<file path="config.mk">
export PLATFORM = sky130hd
export DESIGN_NAME = fetch_unit_flat
export DESIGN_NICKNAME = d
export VERILOG_FILES = /design/src/rtl/fetch_unit_if.sv /design/src/rtl/fetch_unit.sv /design/src/flat_wrapper.sv
export SDC_FILE = /design/constraint.sdc
export NUM_CORES = 1
export LEC_CHECK = 0
export ABC_AREA = 1
export CORE_MARGIN = 10
export CORE_UTILIZATION = 45
export DETAILED_ROUTE_END_ITERATION = 8
export GPL_ROUTABILITY_DRIVEN = 1
export PLACE_DENSITY = 0.69
export SYNTH_ARGS = -nofsm -noshare
export SYNTH_HDL_FRONTEND = slang
export SYNTH_SLANG_ARGS = --single-unit
</file>
<file path="constraint.sdc">
create_clock -name clk -period 11.1 [get_ports clk]
set_input_delay 2.22 -clock clk [delete_from_list [all_inputs] [get_ports clk]]
set_output_delay 2.22 -clock clk [all_outputs]
set_load 0.05 [all_outputs]
</file>
<file path="src/rtl/fetch_unit_if.sv">
// fetch_unit_if: memory-side and decode-side signals of the fetch stage.
//
//   mem_req_o / mem_addr_o          fetch request and word address
//   mem_gnt_i                       request accepted this cycle
//   mem_rvalid_i / mem_rdata_i      in-order read response
//   instr_valid_o / instr_o /
//   instr_pc_o / instr_ready_i      instruction buffer head toward decode
//
// Handshakes:
//   - A request transfers in any cycle where mem_req_o && mem_gnt_i.
//   - A response transfers in any cycle where mem_rvalid_i is high.
//   - An instruction transfers in any cycle where instr_valid_o && instr_ready_i.
//   Valid never waits on ready.
//
// modport master: the fetch unit.  modport slave: memory plus decode.
interface fetch_unit_if #(
  parameter int XLEN = 32
);
  logic            mem_req_o;
  logic [XLEN-1:0] mem_addr_o;
  logic            mem_gnt_i;
  logic            mem_rvalid_i;
  logic [31:0]     mem_rdata_i;
  logic            instr_valid_o;
  logic [31:0]     instr_o;
  logic [XLEN-1:0] instr_pc_o;
  logic            instr_ready_i;

  modport master (
    output mem_req_o, mem_addr_o,
    input  mem_gnt_i, mem_rvalid_i, mem_rdata_i,
    output instr_valid_o, instr_o, instr_pc_o,
    input  instr_ready_i
  );

  modport slave (
    input  mem_req_o, mem_addr_o,
    output mem_gnt_i, mem_rvalid_i, mem_rdata_i,
    input  instr_valid_o, instr_o, instr_pc_o,
    output instr_ready_i
  );
endinterface

</file>
<file path="src/rtl/fetch_unit.sv">
// fetch_unit: instruction fetch stage.
//
// Holds the program counter and issues sequential word fetches with at most
// one request outstanding.  Returned words are buffered together with their
// PC in a FIFO for decode.  A redirect flushes the buffer, restarts fetch at
// the new target and drops the response of any request already issued.
//
// Ports:
//   clk            clock, rising edge
//   reset          asynchronous, active-low reset
//   redirect_i     load redirect_pc_i as the next fetch PC, flush buffer
//   redirect_pc_i  redirect target (low two bits forced to zero)
//   pc_o           current next-fetch PC
//   state_o        fetch state (0 = REQ, 1 = WAIT, 2 = DISCARD)
//   bus            memory and decode handshakes (fetch_unit_if.master)
module fetch_unit #(
  parameter int              XLEN         = 32,
  parameter logic [XLEN-1:0] RESET_VECTOR = '0,
  parameter int              FIFO_DEPTH   = 4
) (
  input  logic             clk,
  input  logic             reset,
  input  logic             redirect_i,
  input  logic [XLEN-1:0]  redirect_pc_i,
  output logic [XLEN-1:0]  pc_o,
  output logic [1:0]       state_o,
  fetch_unit_if.master     bus
);

  localparam int PTR_W = $clog2(FIFO_DEPTH);
  localparam int CNT_W = PTR_W + 1;

  typedef enum logic [1:0] {
    ST_REQ     = 2'd0,
    ST_WAIT    = 2'd1,
    ST_DISCARD = 2'd2
  } state_t;

  state_t          state;
  logic [XLEN-1:0] pc;
  logic [XLEN-1:0] req_pc;

  logic [31:0]     data_q [FIFO_DEPTH];
  logic [XLEN-1:0] pcq_q  [FIFO_DEPTH];
  logic [PTR_W-1:0] rd_ptr;
  logic [PTR_W-1:0] wr_ptr;
  logic [CNT_W-1:0] count;

  logic            credit;
  logic            issue;
  logic            push;
  logic            pop;
  logic [XLEN-1:0] target;

  // Only one request can be outstanding, so a free FIFO slot at issue time
  // guarantees the response always has room.
  assign credit = (count < CNT_W'(FIFO_DEPTH));

  // Request is suppressed while reset is held so nothing is issued before the
  // state machine is live.
  assign bus.mem_req_o  = reset && (state == ST_REQ) && credit;
  assign bus.mem_addr_o = pc;

  assign issue  = bus.mem_req_o && bus.mem_gnt_i;
  assign push   = (state == ST_WAIT) && bus.mem_rvalid_i && !redirect_i;
  assign pop    = bus.instr_valid_o && bus.instr_ready_i && !redirect_i;
  assign target = redirect_pc_i & ~XLEN'(3);

  // Fetch state machine and program counter.
  always_ff @(posedge clk or negedge reset) begin
    if (!reset) begin
      state  <= ST_REQ;
      pc     <= RESET_VECTOR;
      req_pc <= '0;
    end else if (redirect_i) begin
      pc <= target;
      case (state)
        // A request granted in the redirect cycle is already in flight; its
        // response must still be absorbed.
        ST_REQ:     state <= issue ? ST_DISCARD : ST_REQ;
        ST_WAIT:    state <= bus.mem_rvalid_i ? ST_REQ : ST_DISCARD;
        ST_DISCARD: state <= bus.mem_rvalid_i ? ST_REQ : ST_DISCARD;
        default:    state <= ST_REQ;
      endcase
    end else begin
      case (state)
        ST_REQ: begin
          if (issue) begin
            req_pc <= pc;
            pc     <= pc + XLEN'(4);
            state  <= ST_WAIT;
          end
        end
        ST_WAIT:    if (bus.mem_rvalid_i) state <= ST_REQ;
        ST_DISCARD: if (bus.mem_rvalid_i) state <= ST_REQ;
        default:    state <= ST_REQ;
      endcase
    end
  end

  // FIFO pointers and occupancy.
  always_ff @(posedge clk or negedge reset) begin
    if (!reset) begin
      rd_ptr <= '0;
      wr_ptr <= '0;
      count  <= '0;
    end else if (redirect_i) begin
      rd_ptr <= '0;
      wr_ptr <= '0;
      count  <= '0;
    end else begin
      if (push) wr_ptr <= wr_ptr + PTR_W'(1);
      if (pop)  rd_ptr <= rd_ptr + PTR_W'(1);
      case ({push, pop})
        2'b10:   count <= count + CNT_W'(1);
        2'b01:   count <= count - CNT_W'(1);
        default: count <= count;
      endcase
    end
  end

  // FIFO storage needs no reset: the head outputs are masked while empty.
  always_ff @(posedge clk) begin
    if (push) begin
      data_q[wr_ptr] <= bus.mem_rdata_i;
      pcq_q[wr_ptr]  <= req_pc;
    end
  end

  assign bus.instr_valid_o = (count != '0);
  assign bus.instr_o       = bus.instr_valid_o ? data_q[rd_ptr] : '0;
  assign bus.instr_pc_o    = bus.instr_valid_o ? pcq_q[rd_ptr] : '0;

  assign pc_o    = pc;
  assign state_o = state;

endmodule

</file>
<file path="src/flat_wrapper.sv">
// flat-port wrapper written by rule: the top's interface ports become plain ports
module fetch_unit_flat 
#(
  parameter int              XLEN         = 32,
  parameter logic [XLEN-1:0] RESET_VECTOR = '0,
  parameter int              FIFO_DEPTH   = 4
)
  (clk, reset, redirect_i, redirect_pc_i, pc_o, state_o, bus_mem_req_o, bus_mem_addr_o, bus_mem_gnt_i, bus_mem_rvalid_i, bus_mem_rdata_i, bus_instr_valid_o, bus_instr_o, bus_instr_pc_o, bus_instr_ready_i);
  fetch_unit_if #(.XLEN(XLEN)) bus_i ();
  input  logic clk;
  input  logic reset;
  input  logic redirect_i;
  input  logic [XLEN-1:0] redirect_pc_i;
  output logic [XLEN-1:0] pc_o;
  output logic [1:0] state_o;
  output wire logic [$bits(bus_i.mem_req_o)-1:0] bus_mem_req_o;
  output wire logic [$bits(bus_i.mem_addr_o)-1:0] bus_mem_addr_o;
  input wire logic [$bits(bus_i.mem_gnt_i)-1:0] bus_mem_gnt_i;
  input wire logic [$bits(bus_i.mem_rvalid_i)-1:0] bus_mem_rvalid_i;
  input wire logic [$bits(bus_i.mem_rdata_i)-1:0] bus_mem_rdata_i;
  output wire logic [$bits(bus_i.instr_valid_o)-1:0] bus_instr_valid_o;
  output wire logic [$bits(bus_i.instr_o)-1:0] bus_instr_o;
  output wire logic [$bits(bus_i.instr_pc_o)-1:0] bus_instr_pc_o;
  input wire logic [$bits(bus_i.instr_ready_i)-1:0] bus_instr_ready_i;
  assign bus_mem_req_o = bus_i.mem_req_o;
  assign bus_mem_addr_o = bus_i.mem_addr_o;
  assign bus_i.mem_gnt_i = bus_mem_gnt_i;
  assign bus_i.mem_rvalid_i = bus_mem_rvalid_i;
  assign bus_i.mem_rdata_i = bus_mem_rdata_i;
  assign bus_instr_valid_o = bus_i.instr_valid_o;
  assign bus_instr_o = bus_i.instr_o;
  assign bus_instr_pc_o = bus_i.instr_pc_o;
  assign bus_i.instr_ready_i = bus_instr_ready_i;
  fetch_unit #(.XLEN(XLEN), .RESET_VECTOR(RESET_VECTOR), .FIFO_DEPTH(FIFO_DEPTH)) u_core (.clk(clk), .reset(reset), .redirect_i(redirect_i), .redirect_pc_i(redirect_pc_i), .pc_o(pc_o), .state_o(state_o), .bus(bus_i));
endmodule
</file>
==> run summary, run 1 <==
Endpoint type of the worst setup path - output pin
Most common cell in the synthesized netlist - nor2_1
Post-detailed-placement half-perimeter wirelength - 19000 um
Total length of routed met3 wires - 2430 um
Residual overflow from global routing - 0
Met2 wire length - 15000 um
Primary flip-flop cell chosen by synthesis mapping - edfxtp_1
Chip Width - 194 um
Final routed DRC violation total - 0
Layout cell share with drive strength beyond 1 - 0.0676
Met1 WL - 14000 um
Largest fanout on the critical path - 28
Unique masters post-synth - 37
Startpoint type of the worst setup path - input port
Maximum clock path buffer count - 3
HP Class - flop to flop
Hold-fix buffers, CTS - 0
Final weighted congestion in routability-driven placement - 0.799
Remaining antenna violation count after routing - 0
Number of global-route vias before repair - 9544
Fmax - 0.161 GHz
FF+latch count, synth - 317
Ys Warns - 0
Share of the synthesized area in the top cell type - 0.546
Post-route cell area - 16800 sq um
Core Box Area - 29800 sq um
Worst voltage drop across the vdd grid - 0.168 mV
DR vias/cell - 5.18
Number of buffers inserted during clock tree synthesis - 34
Delay of the slowest cell on the worst path - 0.83 ns
Average instance area after synthesis - 10.7 sq um
DRT iter0 DRCs - 548
Worst-case clock skew - 0.0209 ns
Number of endpoints failing setup at the final stage - 0
Core Util, Final - 0.564
Ant. Diodes - 0
Final period util - 0.559
H-tree levels - 2
Port buffer count - 193
Overall die height - 194 um
Setup repair after global routing missed its margin - false
Antenna violations before repair - 0
Global-route wire length before repair - 50500 um
Setup_tns - 0 ns
Worst Reg-to-Reg Cells - 7
Power density over the cells - 265 nW/um^2
Maximum number of pins on one net before global-route repair - 85
Tot GR Track Use - 0.163
Final cell count without fillers - 1839
Sequential cell area fraction in the yosys report - 0.672
Effective utilization at floorplan - 0.458
Clk sinks - 317
Area enclosed by the die boundary - 37700 sq um
Cell count after synthesis - 1276
Leakage - 6.15 nW
Clk slew on worst S/H paths - 0.06 ns
Endpoints failing hold - 0
Highest metal layer with signal wires - met4
Master cell of the clock root buffer - clkbuf_16
Vias post-DR - 9535
Outcome - finished, final reports clean
Syn Std Cell Area - 13600 sq um
Ranking of synthesized cells by instance count - nor2_1, edfxtp_1, o21ai_0, nand2_1, dfrtp_1
WHS Path Cells - 0
Number of top-level pins - 202
Data required time at the worst endpoint - 8.88 ns
Placement-stage cell area - 15600 sq um
Final total power - 0.00446 W
Headroom to the max-slew limit - 0.338
Layout Area Growth over Synthesis - 23.1%
Slew at the pin with the worst max-slew slack - 0.992 ns
Total placed cells including tap cells - 1778
Async SR Flop Fraction - 0.218
Final routed wire length divided by cell count - 17.5 um
Final worst path period need - 6.21 ns
Number of max-slew violations in the final report - 0
Chain of cells forming the critical path - buf_2, nand2_1, nor2_4, clkdlybuf4s50_1
CTS-repair resized insts - 0
Final-stage net count - 1503
CTS tree - done
Drt pass-1 iters - 5
Top cells by area in the synthesized netlist - edfxtp_1, dfrtp_1, nor2_1, o21ai_0, nand2_1
Max-cap violations - 0
Critical-path top delay cell - clkdlybuf4s50_1
Number of enable flip-flop cells after synthesis - 248
Standard-cell rows - 63
Final wirelength - 32100 um
Worst Path Class, Setup - input port to output pin
Post-CTS Repair Setup Buffers - 0
Clock latency on the worst-skew pair - 0.51 ns
Worst Path Arrival - 3.99 ns
Dominant cell type by area after synthesis - edfxtp_1
area by class of cell:
type	count	area, sq um
Fill cell	2482	13000
Sequential cell	317	9180
Multi-Input combinational cell	798	3710
Timing Repair Buffer	205	2020
Clock buffer	41	898
Tap cell	390	488
Clock inverter	20	256
Inverter	68	256
cells by family after synthesis:
logic type	share of synthesized area
AOI/OAI and AO/OA	0.0976
other	0.000275
xor gates and xnor gates	0.00385
DFF	0.672
and+or+nand+nor	0.157
adders and majority gates	0.00880
buffers and inverters	0.0600
report_power, final:
| group | internal [W] | total, W | switching, W |
|---|---|---|---|
| sequential | 0.00144 | 0.00159 | 0.000143 |
| clock | 0.000701 | 0.00115 | 0.000453 |
| combinational | 0.000501 | 0.00172 | 0.00122 |
| total | 0.00264 | 0.00446 | 0.00181 |
metal layers:
layer,global-route usage,vias up
met3,0.0434,52
met4,0.0537,0
met1,0.207,4533
met5,0,-
li1,-,4617
met2,0.266,333
critical path, delay by kind of cell:
family / cells / cell delay (ns)
buffers and inverters: 2 / 1.35
AND/OR/NAND/NOR: 2 / 0.39
per-stage QoR:
stage	setup WS [ns]	hold slack [ns]
after detailed placement	4.83	0.504
after global routing	4.71	0.537
after CTS	4.84	0.519
after floorplan	5.42	0.476
final	4.89	0.524
after global placement	4.85	0.494
sequential cells by signal (all words and copies together) (netlist names):
name,flops
u_core.count,3
u_core.data_q,128
u_core.pcq_q,120
u_core.state_o,2
u_core.rd_ptr,2
u_core.wr_ptr,2
u_core.req_pc,30
u_core.bus.mem_addr_o,30
placed cells by master (no fill, tap or decap), types with 12 or more instances in the layout:
cell type	synthesis	layout
nor2_1	312	308
nand4_1	14	14
dfrtp_1	69	67
edfxtp_1	248	248
o21ai_1	38	38
nand2_1	130	130
clkbuf_16	0	35
a21oi_1	68	68
o21ai_0	140	140
nand3_1	34	34
buf_4	37	12
clkdlybuf4s50_1	0	192
inv_1	62	62
final timing paths:
path / from / slack, ns / end
max: reset / 4.89 / bus_mem_req_o
min: u_core.req_pc[21]$_DFFE_PN0P_ / 0.52 / u_core.pcq_q[2][21]$_DFFE_PP_
max reg2reg: u_core.state_o[1]$_DFFE_PN0P_ / 8.61 / u_core.data_q[2][9]$_DFFE_PP_
min reg2reg: u_core.req_pc[21]$_DFFE_PN0P_ / 0.52 / u_core.pcq_q[2][21]$_DFFE_PP_
max in group asynchronous: reset / 8.32 / u_core.rd_ptr[0]$_DFFE_PN0P_
min in group asynchronous: reset / 1.73 / u_core.bus.mem_addr_o[26]$_DFFE_PN0P_
(Power assumes the default switching activity.)
==> run 2: changes to the inputs <==
clock period = 6.08 ns   (was 11.1 ns; I/O delays follow)
==> run summary, run 2 (same netlist as run 1, synthesis figures left out) <==
Drt pass-1 iters - 5
Headroom to the max-slew limit - 0.353
Maximum number of pins on one net before global-route repair - 70
Final period util - 0.794
Number of max-slew violations in the final report - 0
Worst Path Class, Setup - flop to output pin
Largest register by flop count - u_core.data_q
Final-stage net count - 1508
Slew at the pin with the worst max-slew slack - 0.971 ns
Maximum clock path buffer count - 3
Delay-heaviest family, CP - buffers and inverters
Endpoint type of the worst setup path - output pin
Number of flip-flops in the largest register - 128
Chip Width - 194 um
Highest metal layer with signal wires - met4
Number of endpoints failing setup at the final stage - 0
Post-route cell area - 16800 sq um
Post-CTS Repair Setup Buffers - 0
Final worst path period need - 4.83 ns
CTS tree - done
Post-detailed-placement half-perimeter wirelength - 20300 um
Smallest hold slack - 0.516 ns
Worst-case clock skew - 0.0163 ns
Core Box Area - 29800 sq um
Placement-stage cell area - 15700 sq um
Worst voltage drop across the vdd grid - 0.210 mV
Number of top-level pins - 202
Port buffer count - 193
Relative contribution of combinational cells to total power - 0.391
Layout cell share with drive strength beyond 1 - 0.0688
Worst Hold Launch - u_core.req_pc[14]$_DFFE_PN0P_
Most common library cell in the layout ignoring fill and taps - nor2_1
Number of global-route vias before repair - 9697
Master cell of the clock root buffer - clkbuf_16
Clock share of power - 0.250
Total length of routed met3 wires - 2660 um
Clk sinks - 317
Power share of the sequential group - 0.359
Most frequent cells in the layout - nor2_1, edfxtp_1, clkdlybuf4s50_1
Leakage - 6.15 nW
Data required time at the worst endpoint - 4.86 ns
Number of buffers inserted during clock tree synthesis - 34
Residual overflow from global routing - 0
Worst r2r dst - u_core.data_q[3][4]$_DFFE_PP_
Chain of cells forming the critical path - clkinv_2, buf_4, o21ai_0, a21oi_1, clkdlybuf4s50_1
Delay of the slowest cell on the worst path - 0.83 ns
Switching portion of total power - 0.408
Tot GR Track Use - 0.169
Ant. Diodes - 0
WHS Path Cells - 0
Outcome - finished, final reports clean
Setup repair after global routing missed its margin - false
FF-to-FF Start - u_core.state_o[1]$_DFFE_PN0P_
Setup_tns - 0 ns
Remaining antenna violation count after routing - 0
Final wirelength - 32900 um
Fmax - 0.207 GHz
Critical-path top delay cell - dfrtp_4
WP buf/inv - 3
Final routed wire length divided by cell count - 17.8 um
Overall die height - 194 um
Met2 wire length - 15300 um
Worst Path Arrival - 3.61 ns
Power dissipated by switching net loads - 0.00330 W
Global-route wire length before repair - 52200 um
Final weighted congestion in routability-driven placement - 0.808
Core Util, Final - 0.564
CTS-repair resized insts - 0
Hold-fix buffers, CTS - 0
Layout Area Growth over Synthesis - 23.1%
Max-cap violations - 0
Startpoint type of the worst setup path - flop
Endpoints failing hold - 0
DR vias/cell - 5.14
H-tree levels - 2
Setup slack of the most critical reg-to-reg path - 3.55 ns
Area enclosed by the die boundary - 37700 sq um
Final routed DRC violation total - 0
Clk slew on worst S/H paths - 0.05 ns
Worst Reg-to-Reg Cells - 7
Power density over the cells - 480 nW/um^2
Antenna violations before repair - 0
Registers with the most flip-flops - u_core.data_q: 128 flops, u_core.pcq_q: 120 flops
Worst hold path endpoint - u_core.pcq_q[2][14]$_DFFE_PP_
HP Class - flop to flop
DRT iter0 DRCs - 535
Vias post-DR - 9480
Largest fanout on the critical path - 58
Effective utilization at floorplan - 0.458
Standard-cell rows - 63
Met1 WL - 14100 um
Worst setup path startpoint - u_core.rd_ptr[0]$_DFFE_PN0P_
Internal power contribution - 0.00478 W
Clock latency on the worst-skew pair - 0.50 ns
-- run 2: cell types whose count changed in the layout (fill, tap and decap cells not counted), moves of 2 or more --
cell and delta:
buf_12 +2, buf_4 +3, bufinv_16 -2, clkbuf_1 +4
clkbuf_8 +3, clkinv_8 -2, clkinvlp_4 +2
-- run 2: routing by layer --
metal	vias up	GRT usage
li1	4617	-
met1	4510	0.213
met2	302	0.275
met3	51	0.0491
met4	0	0.0531
met5	-	0
-- run 2: power by group through the flow --
stage                     sequential (W)  clock (W)  combinational, W
after detailed placement         0.00294          0           0.00320
final                            0.00290    0.00202           0.00315
after global routing             0.00294    0.00215           0.00337
after CTS                        0.00290    0.00206           0.00321
after global placement           0.00292          0           0.00316
after floorplan                  0.00295          0           0.00206
-- run 2: how the worst max path moves through the flow --
stage / end / depth (start not counted)
4_1_cts: bus_instr_o[9] / 5
6_report: bus_instr_o[17] / 5
3_3_place_gp: bus_instr_o[10] / 5
2_1_floorplan: u_core.data_q[0][0]$_DFFE_PP_ / 4
5_1_grt: bus_instr_pc_o[31] / 5
3_5_place_dp: bus_instr_o[9] / 5
-- run 2: area by class of cell --
class                           count  area (sq um)
Clock inverter                     13           145
Sequential cell                   317          9180
Clock buffer                       48           955
Tap cell                          390           488
Inverter                           68           256
Multi-Input combinational cell    798          3710
Fill cell                        2499         13000
Timing Repair Buffer              210          2080
-- run 2: worst reg2reg max path: stages (launching register included) --
cell and delay [ns]:
dfrtp_1 0.40, inv_1 0.11, ha_1 0.15, nand2_1 0.07, nor2_1 0.23, inv_1 0.24
nor2_4 0.67, buf_4 0.35
-- run 2: per-stage QoR --
stage / total power [W] / worst slack [ns] / instances
2_1_floorplan: 0.00502 / 1.41 / 1281
3_3_place_gp: 0.00609 / 1.77 / 1783
3_5_place_dp: 0.00613 / 1.74 / 1783
4_1_cts: 0.00817 / 1.18 / 1844
5_1_grt: 0.00846 / 0.913 / 1844
6_report: 0.00807 / 1.25 / 1844
==> run 3: changes to the inputs <==
PLACE_DENSITY = 0.72   (was 0.69)
clock period = 4 ns   (was 6.08 ns; I/O delays follow)
==> run summary, run 3 (same netlist as run 1, synthesis figures left out) <==
Number of endpoints failing setup at the final stage - 0
Number of flip-flops in the largest register - 128
Final routed wire length divided by cell count - 17.6 um
Final total power - 0.0119 W
Layout cell share with drive strength beyond 1 - 0.0912
Max-cap violations - 0
Antenna violations before repair - 0
Maximum clock path buffer count - 3
Chip Width - 194 um
Final period util - 0.927
Clock latency on the worst-skew pair - 0.55 ns
Data required time at the worst endpoint - 3.20 ns
Most frequent cells in the layout - nor2_1, edfxtp_1, clkdlybuf4s50_1
Layout Area Growth over Synthesis - 21.7%
Global-route wire length before repair - 51500 um
FF-to-FF Start - u_core.state_o[1]$_DFFE_PN0P_
Hold-fix buffers, CTS - 0
Vias post-DR - 9379
Maximum number of pins on one net before global-route repair - 126
Setup slack of the most critical reg-to-reg path - 1.86 ns
Largest register by flop count - u_core.data_q
Core Box Area - 29800 sq um
Count of fill cells added during filler insertion - 2514
Clock share of power - 0.229
Port buffer count - 193
Fmax - 0.270 GHz
Overall die height - 194 um
Most common library cell in the layout ignoring fill and taps - nor2_1
Drt pass-1 iters - 4
Remaining antenna violation count after routing - 0
Outcome - finished, final reports clean
Headroom to the max-slew limit - 0.486
Number of top-level pins - 202
H-tree levels - 1
Slew at the pin with the worst max-slew slack - 0.770 ns
Ant. Diodes - 0
Final wirelength - 32400 um
Setup repair after global routing missed its margin - false
Number of max-slew violations in the final report - 0
Final weighted congestion in routability-driven placement - 0.829
Switching portion of total power - 0.417
DR vias/cell - 5.10
Residual overflow from global routing - 0
Area enclosed by the die boundary - 37700 sq um
Startpoint type of the worst setup path - flop
Endpoints failing hold - 0
Largest fanout on the critical path - 58
Worst Path Class, Setup - flop to output pin
Final-stage net count - 1506
CTS tree - done
Worst Path Arrival - 2.91 ns
Internal power contribution - 0.00692 W
CTS-repair resized insts - 0
Worst Reg-to-Reg Cells - 7
Power share of the sequential group - 0.367
Worst voltage drop across the vdd grid - 0.330 mV
Power density over the cells - 715 nW/um^2
Worst r2r dst - u_core.data_q[3][3]$_DFFE_PP_
Post-detailed-placement half-perimeter wirelength - 20300 um
Pre-CTS setup slack - 0.851 ns
Worst setup path startpoint - u_core.rd_ptr[0]$_DFFE_PN0P_
Standard-cell rows - 63
Worst-case clock skew - 0.0129 ns
Worst Slack Setup Final - 0.291 ns
Post-CTS Repair Setup Buffers - 0
Final worst path period need - 3.71 ns
Relative contribution of combinational cells to total power - 0.404
Number of global-route vias before repair - 9404
Master cell of the clock root buffer - clkbuf_16
DRT iter0 DRCs - 672
Effective utilization at floorplan - 0.458
Leakage - 6.16 nW
Endpoint type of the worst setup path - output pin
Final routed DRC violation total - 0
Clk slew on worst S/H paths - 0.06 ns
Tot GR Track Use - 0.167
HP Class - input port to asynchronous set/reset pin
Number of buffers inserted during clock tree synthesis - 31
Registers with the most flip-flops - u_core.data_q: 128 flops, u_core.pcq_q: 120 flops
Clk sinks - 317
Power dissipated by switching net loads - 0.00496 W
-- run 3: changes by cell type in the layout (fill, tap and decap cells not counted), sizes merged --
cell	before	now
clkinvlp	2	0
buf	18	57
bufinv	3	2
clkinv	8	9
clkdlybuf4s50	192	154
clkbuf	48	43
-- run 3: worst max-delay path, cell delays in order, from the launching register on --
cell and delay, ns:
dfrtp_4 0.49, clkinv_2 0.54, buf_4 0.51, o21ai_0 0.17
a21oi_1 0.36, buf_4 0.27
-- run 3: worst max-delay path by stage --
stage / to / slack (ns)
6_report: bus_instr_pc_o[14] / 0.29
3_3_place_gp: bus_instr_pc_o[14] / 0.89
2_1_floorplan: u_core.data_q[0][0]$_DFFE_PP_ / -0.33
4_1_cts: bus_instr_pc_o[14] / 0.27
5_1_grt: bus_instr_o[1] / 0.13
3_5_place_dp: bus_instr_pc_o[14] / 0.85
-- run 3: power groups by stage --
stage	Sequential [W]	Combinational, W	Clock, W
after floorplan	0.00449	0.00313	0
after global placement	0.00439	0.00481	0
after detailed placement	0.00442	0.00486	0
after CTS	0.00436	0.00487	0.00278
after global routing	0.00441	0.00513	0.00293
final	0.00436	0.00480	0.00272
-- run 3: through the flow --
stage,area [sq um],hold WS (ns),utilization,TNS (ns),instances
5_1_grt,16600,0.315,0.558,0,1838
2_1_floorplan,13700,0.476,-,-82.03,1281
3_5_place_dp,15700,0.504,0.526,0,1784
6_report,16600,0.331,0.558,0,1838
4_1_cts,16600,0.314,0.558,0,1838
3_3_place_gp,15700,0.492,0.526,0,1784
-- run 3: per-layer routing --
layer	wire, um	GRT usage
met1	14100	0.212
met3	2310	0.0455
met5	0	0
met2	15100	0.274
met4	816	0.0500
-- run 3: final cells by class --
cell class	count	area, sq um	share of cell area
tap	390	488	0.0294
multi-input combinational	798	3710	0.223
clock buffer	43	841	0.0506
inverter	68	256	0.0154
timing repair buffer	211	2040	0.123
sequential	317	9180	0.552
clock inverter	11	105	0.00632
